## src/rtl/calc_pkg.sv

```systemverilog
// calc_pkg: shared op encodings, FSM states and defaults for the calculator sequencer.
package calc_pkg;
   localparam int DW = 16;
   localparam int RW = 32;
   localparam logic [1:0] OP_ADD = 2'b00;
   localparam logic [1:0] OP_SUB = 2'b01;
   localparam logic [1:0] OP_MUL = 2'b10;
   localparam logic [1:0] OP_DIV = 2'b11;
   localparam logic [RW-1:0] DIV0_RESULT = '1;
   typedef enum logic [1:0] {IDLE, ISSUE, WAIT, HOLD} state_e;
endpackage

```

## src/rtl/calc_cmd_buf.sv

```systemverilog
// calc_cmd_buf: 2-entry command buffer (executing cmd slot + pend slot) with sticky overflow.
module calc_cmd_buf #(
   parameter int W = 35
) (
   input  logic         clk,
   input  logic         rst_n,
   input  logic         push,
   input  logic [W-1:0] din,
   input  logic         pop,
   output logic [W-1:0] dout,
   output logic         cmd_v,
   output logic         pend_v,
   output logic         ovf
);
   logic [W-1:0] pend;
   logic         cv1, pv1;
   // Pop is applied first so a same-cycle push lands in the freed slot.
   assign cv1 = pop ? pend_v : cmd_v;
   assign pv1 = pop ? 1'b0 : pend_v;
   always_ff @(posedge clk or negedge rst_n) begin
      if (!rst_n) begin
         dout   <= '0;
         pend   <= '0;
         cmd_v  <= 1'b0;
         pend_v <= 1'b0;
         ovf    <= 1'b0;
      end else begin
         cmd_v  <= cv1 | push;
         pend_v <= pv1 | (push & cv1);
         dout   <= (push && !cv1) ? din : pop ? pend : dout;
         pend   <= (push && cv1 && !pv1) ? din : pend;
         ovf    <= ovf | (push & cv1 & pv1);
      end
   end
endmodule

```

## src/rtl/calc_seq.sv

```systemverilog
// calc_seq: sequences parsed commands onto the shared ALU and hands results out via valid/ready.
// Optional ALU watchdog enabled by defining CALC_SEQ_TIMEOUT_EN (adds err_tmo).
module calc_seq
   import calc_pkg::*;
#(
   parameter int DW          = calc_pkg::DW,
   parameter int RW          = calc_pkg::RW,
   parameter int TIMEOUT_CYC = 15
) (
   input  logic          clk,
   input  logic          rst_n,
   input  logic          parser_done,
   input  logic [DW-1:0] a,
   input  logic [DW-1:0] b,
   input  logic [1:0]    op,
   input  logic          data_type,
   output logic [DW-1:0] alu_a,
   output logic [DW-1:0] alu_b,
   output logic [1:0]    alu_op,
   output logic          alu_start,
   input  logic [RW-1:0] alu_result,
   input  logic          alu_done,
   output logic [RW-1:0] result,
   output logic          result_valid,
   input  logic          result_ready,
   output logic          err_div0,
`ifdef CALC_SEQ_TIMEOUT_EN
   output logic          err_tmo,
`endif
   output logic          err_ovf,
   output logic          busy
);
   localparam int CW = 2*DW + 3;
   state_e        state;
   logic [CW-1:0] cmd;
   logic          cmd_v, pend_v, pop;
   logic [DW-1:0] c_a, c_b, acc;
   logic [1:0]    c_op;
   logic          c_dt;
`ifdef CALC_SEQ_TIMEOUT_EN
   logic [$clog2(TIMEOUT_CYC+1)-1:0] cnt;
`endif
   assign {c_a, c_b, c_op, c_dt} = cmd;
   assign pop  = state == HOLD && result_valid && result_ready;
   assign busy = state != IDLE || cmd_v;
   calc_cmd_buf #(.W(CW)) u_buf (
      .clk    (clk),
      .rst_n  (rst_n),
      .push   (parser_done),
      .din    ({a, b, op, data_type}),
      .pop    (pop),
      .dout   (cmd),
      .cmd_v  (cmd_v),
      .pend_v (pend_v),
      .ovf    (err_ovf)
   );
   always_ff @(posedge clk or negedge rst_n) begin
      if (!rst_n) begin
         state        <= IDLE;
         alu_a        <= '0;
         alu_b        <= '0;
         alu_op       <= '0;
         alu_start    <= 1'b0;
         result       <= '0;
         result_valid <= 1'b0;
         err_div0     <= 1'b0;
         acc          <= '0;
`ifdef CALC_SEQ_TIMEOUT_EN
         err_tmo      <= 1'b0;
         cnt          <= '0;
`endif
      end else begin
         case (state)
            IDLE: if (cmd_v) state <= ISSUE;
            ISSUE: begin
               if (c_op == OP_DIV && c_b == '0) begin
                  result       <= DIV0_RESULT;
                  err_div0     <= 1'b1;
                  result_valid <= 1'b1;
`ifdef CALC_SEQ_TIMEOUT_EN
                  err_tmo      <= 1'b0;
`endif
                  state        <= HOLD;
               end else begin
                  alu_a     <= c_dt ? acc : c_a;
                  alu_b     <= c_b;
                  alu_op    <= c_op;
                  alu_start <= 1'b1;
`ifdef CALC_SEQ_TIMEOUT_EN
                  cnt       <= '0;
`endif
                  state     <= WAIT;
               end
            end
            WAIT: begin
               if (alu_done) begin
                  alu_start    <= 1'b0;
                  result       <= alu_result;
                  err_div0     <= 1'b0;
                  acc          <= alu_result[DW-1:0];
                  result_valid <= 1'b1;
`ifdef CALC_SEQ_TIMEOUT_EN
                  err_tmo      <= 1'b0;
`endif
                  state        <= HOLD;
               end
`ifdef CALC_SEQ_TIMEOUT_EN
               else if (cnt == $bits(cnt)'(TIMEOUT_CYC - 1)) begin
                  alu_start    <= 1'b0;
                  result       <= '0;
                  err_div0     <= 1'b0;
                  err_tmo      <= 1'b1;
                  result_valid <= 1'b1;
                  state        <= HOLD;
               end else cnt <= cnt + 1'b1;
`endif
            end
            HOLD: if (pop) begin
               result_valid <= 1'b0;
               // A same-cycle parser_done refills the freed slot, so it counts as remaining work.
               state        <= (pend_v || parser_done) ? ISSUE : IDLE;
            end
            default: state <= IDLE;
         endcase
      end
   end
endmodule

```

## config.mk

```make
export PLATFORM = sky130hd
export DESIGN_NAME = calc_seq
export DESIGN_NICKNAME = d
export VERILOG_FILES = /design/src/rtl/calc_pkg.sv /design/src/rtl/calc_cmd_buf.sv /design/src/rtl/calc_seq.sv
export SDC_FILE = /design/constraint.sdc
export NUM_CORES = 1
export LEC_CHECK = 0
export CELL_PAD_IN_SITES_DETAIL_PLACEMENT = 0
export CELL_PAD_IN_SITES_GLOBAL_PLACEMENT = 1
export CORE_MARGIN = 3
export CORE_UTILIZATION = 41
export DETAILED_ROUTE_END_ITERATION = 10
export PLACE_DENSITY = 0.81
export SYNTH_ARGS = -nofsm -noshare
export SYNTH_HDL_FRONTEND = slang
export SYNTH_SLANG_ARGS = --single-unit
```

## constraint.sdc

```tcl
create_clock -name clk -period 2.4 [get_ports clk]
set_clock_uncertainty 0.1 [all_clocks]
set_input_delay 0.24 -clock clk [delete_from_list [all_inputs] [get_ports clk]]
set_output_delay 0.24 -clock clk [all_outputs]
set_load 0.005 [all_outputs]
```

==> run summary <==
final core occ - 56.2%
WL final - 20100 um
Min-Delay Path Class - primary input to asynchronous set/reset pin
Slew headroom - 51.2%
Ports - 143
Synthesized Nets - 782
fraction of the mapped netlist area in simple logic gates - 13.9%
Slew @ Worst Pin - 732 ps
first-pass GRT wire length - 33200 um
main combinational cell family by area after synthesis - multiplexers
data arrival time of the worst path - 1920 ps
CP Capture Type - primary output
adder-cell share of the synthesized area - 0.832%
1st-pass router iterations - 5
final hold viol count - 0
Syn Inst Count - 705
dpl cells - 1045
hpwl dp - 13700 um
YS warnings - 0
status - finished, final reports clean
Root Driver - clkbuf_16
Layout fillers - 1477
mapped cell area - 7520 um^2
fin nets - 917
maximum fanout along the worst path - 4
initial core utilization - 42.7%
clock-pin transition on the worst setup and hold timing paths - 70 ps
H-tree Lvls - 4
commonest non-fill, non-tap cell in the layout - nor2_1
setup TNS - 0 ps
area growth from synthesis to layout - 31.5%
clock buffer depth - 2
DR vias - 6002
die span in y - 141 um
Top FF cell, synth - dfrtp_1
critical-path cell list - inv_1 > ha_1 > nor2b_1 > inv_1 > clkdlybuf4s50_1
CTS tree - yes
fin. max-slew vios - 0
leakage power - 0.00425 uW
Worst EP required - 2060 ps
Total Routing Usage GR - 20.7%
setup slack, reg-to-reg - 210 ps
Multi-input gate area - 3260 um^2
post-CTS setup buffer count - 0
cell mode on critical path - inv_1
Sink Count - 160
post-synthesis sequential area ratio - 53.2%
Final period util - 94.1%
routed vias/inst - 5.57
maximum VDD drop - 0.000670 V
Fmax - 0.443 GHz
share of synthesized registers carrying an async set or reset - 100%
Worst-Skew Late Latency - 420 ps
most frequent cells in the layout - nor2_1 (165), dfrtp_1 (160), clkdlybuf4s50_1 (141), nand2_1 (73), a31oi_1 (67)
Core ar. - 17600 um^2
Post-synth EDFFs - 0
Tmin final - 2260 ps
Die Width - 141 um
non-filler cells, final - 1078
Pwr per Cell Area - 1360 nW/um^2
Max-cap violations - 0
count of input and output buffers - 142
initial antenna violation count - 0
Critical-path top delay cell - clkdlybuf4s50_1
Antenna Nets Post-Route - 0
vias in the first global route - 6039
largest net degree at the start of global routing - 57
Largest stage delay, worst path - 460 ps
1st-iter DRT viols - 491
FF/Latch Area - 4000 um^2
Syn Area/Cell - 10.7 um^2
CP Class - register to primary output
n_diodes - 0
CTS Buf Count - 17
XOR/XNOR Fraction of Synth Area - 0%
gp weighted congestion - 0.832
compound-gate portion of the synthesized area - 13.4%
final setup vio count - 0
FP Rows - 48
fraction of layout cells with a size suffix above 1 - 21.9%
GRT overflow - 0
post-synthesis mux area share - 15.0%
crit start category - register
Synth Register Bits - 160
Die ar. - 20000 um^2
RSZ-0062 raised after global routing - no
drt drc - 0
Distinct cells, synth - 39
wire per inst - 18.6 um
==> critical path: cells and delay by family, from the launching register on <==
family | cells | cell delay (ps)
and+or+nand+nor | 1 | 230
adders and majority gates | 1 | 160
DFF | 1 | 410
buffers and inverters | 3 | 700
==> cell type report <==
class	count	share of cell area (%)
Timing Repair Buffer	169	17.1
Inverter	8	0.304
Clock inverter	15	2.00
Tap cell	225	2.85
Multi-Input combinational cell	484	33.0
Clock buffer	17	4.30
Sequential cell	160	40.5
==> logic make-up (layout without fill, tap and decap cells) <==
logic type,after synthesis,after routing
adder cells (fa/ha/maj),5,5
AO/OA/AOI/OAI,127,127
buffers and inverters,61,209
flip-flops,160,160
AND/OR/NAND/NOR,262,262
multiplexers,90,90
==> power breakdown <==
part / switching, uW / leakage, uW / internal [uW] / total (uW)
Combinational: 2230 / 0.00210 / 3250 / 5470
Clock: 1180 / 0.000299 / 1670 / 2850
Sequential: 1110 / 0.00186 / 4050 / 5160
==> cell usage after synthesis, types with 3 or more instances <==
library cell | instances | area (um^2)
nor2_1 | 165 | 619
mux2_4 | 30 | 450
mux2_2 | 60 | 676
nor4_1 | 4 | 25.0
buf_6 | 4 | 45.0
o221a_2 | 32 | 360
dfrtp_1 | 160 | 4000
a31oi_1 | 67 | 419
nand4_1 | 3 | 18.8
ha_1 | 5 | 62.6
buf_2 | 13 | 65.1
clkbuf_1 | 34 | 128
nand3_1 | 4 | 20.0
inv_1 | 8 | 30.0
nand2_1 | 74 | 278
a22o_1 | 11 | 96.3
nor2b_1 | 3 | 18.8
==> sequential cells by signal, summed over array words and instances (netlist names) <==
name,flops
acc,16
alu_a,16
alu_b,16
alu_op,2
alu_start,1
err_div0,1
result,32
result_valid,1
state,2
u_buf.cmd_v,1
u_buf.dout,35
u_buf.ovf,1
u_buf.pend,35
u_buf.pend_v,1
==> per-stage QoR <==
| stage | power (uW) | area (um^2) | setup WS (ps) | hold WS, ps |
|---|---|---|---|---|
| 2_1_floorplan | 8260 | 7520 | 329 | -156 |
| 3_3_place_gp | 10400 | 9250 | 123 | 137 |
| 3_5_place_dp | 10600 | 9250 | 91.7 | 140 |
| 4_1_cts | 13600 | 9880 | 60.5 | 261 |
| 5_1_grt | 14400 | 9890 | 75.3 | 296 |
| 6_report | 13500 | 9890 | 141 | 245 |
==> per-layer routing <==
metal / up-vias / part of all wire (%) / routed length (um) / GRT usage, %
li1: 2775 / - / - / -
met3: 30 / 5.5 / 1100 / 4.28
met2: 210 / 47 / 9420 / 31.8
met1: 2987 / 45 / 9100 / 29.1
met4: 0 / 2.3 / 458 / 7.42
met5: - / 0 / 0 / 0
==> path summary, 6_finish.rpt <==
path	start	endpoint	cells after the start
max	state[1]	busy	5
min in group clk	a[8]	u_buf.dout[27]	3
max reg2reg	u_buf.dout[16]	alu_a[13]	5
min reg2reg	u_buf.ovf	u_buf.ovf	1
min	rst_n	result[30]	2
max in group asynchronous	rst_n	alu_a[3]	3
==> timing repair <==
action | 4_1_cts | 5_1_grt
setup endpoints to repair | 0 | 23
hold buffers | 1 | 0
resized for setup | 0 | 1
hold endpoints to repair | 51 | 0
No activity file was read; power rests on OpenSTA's default activity.
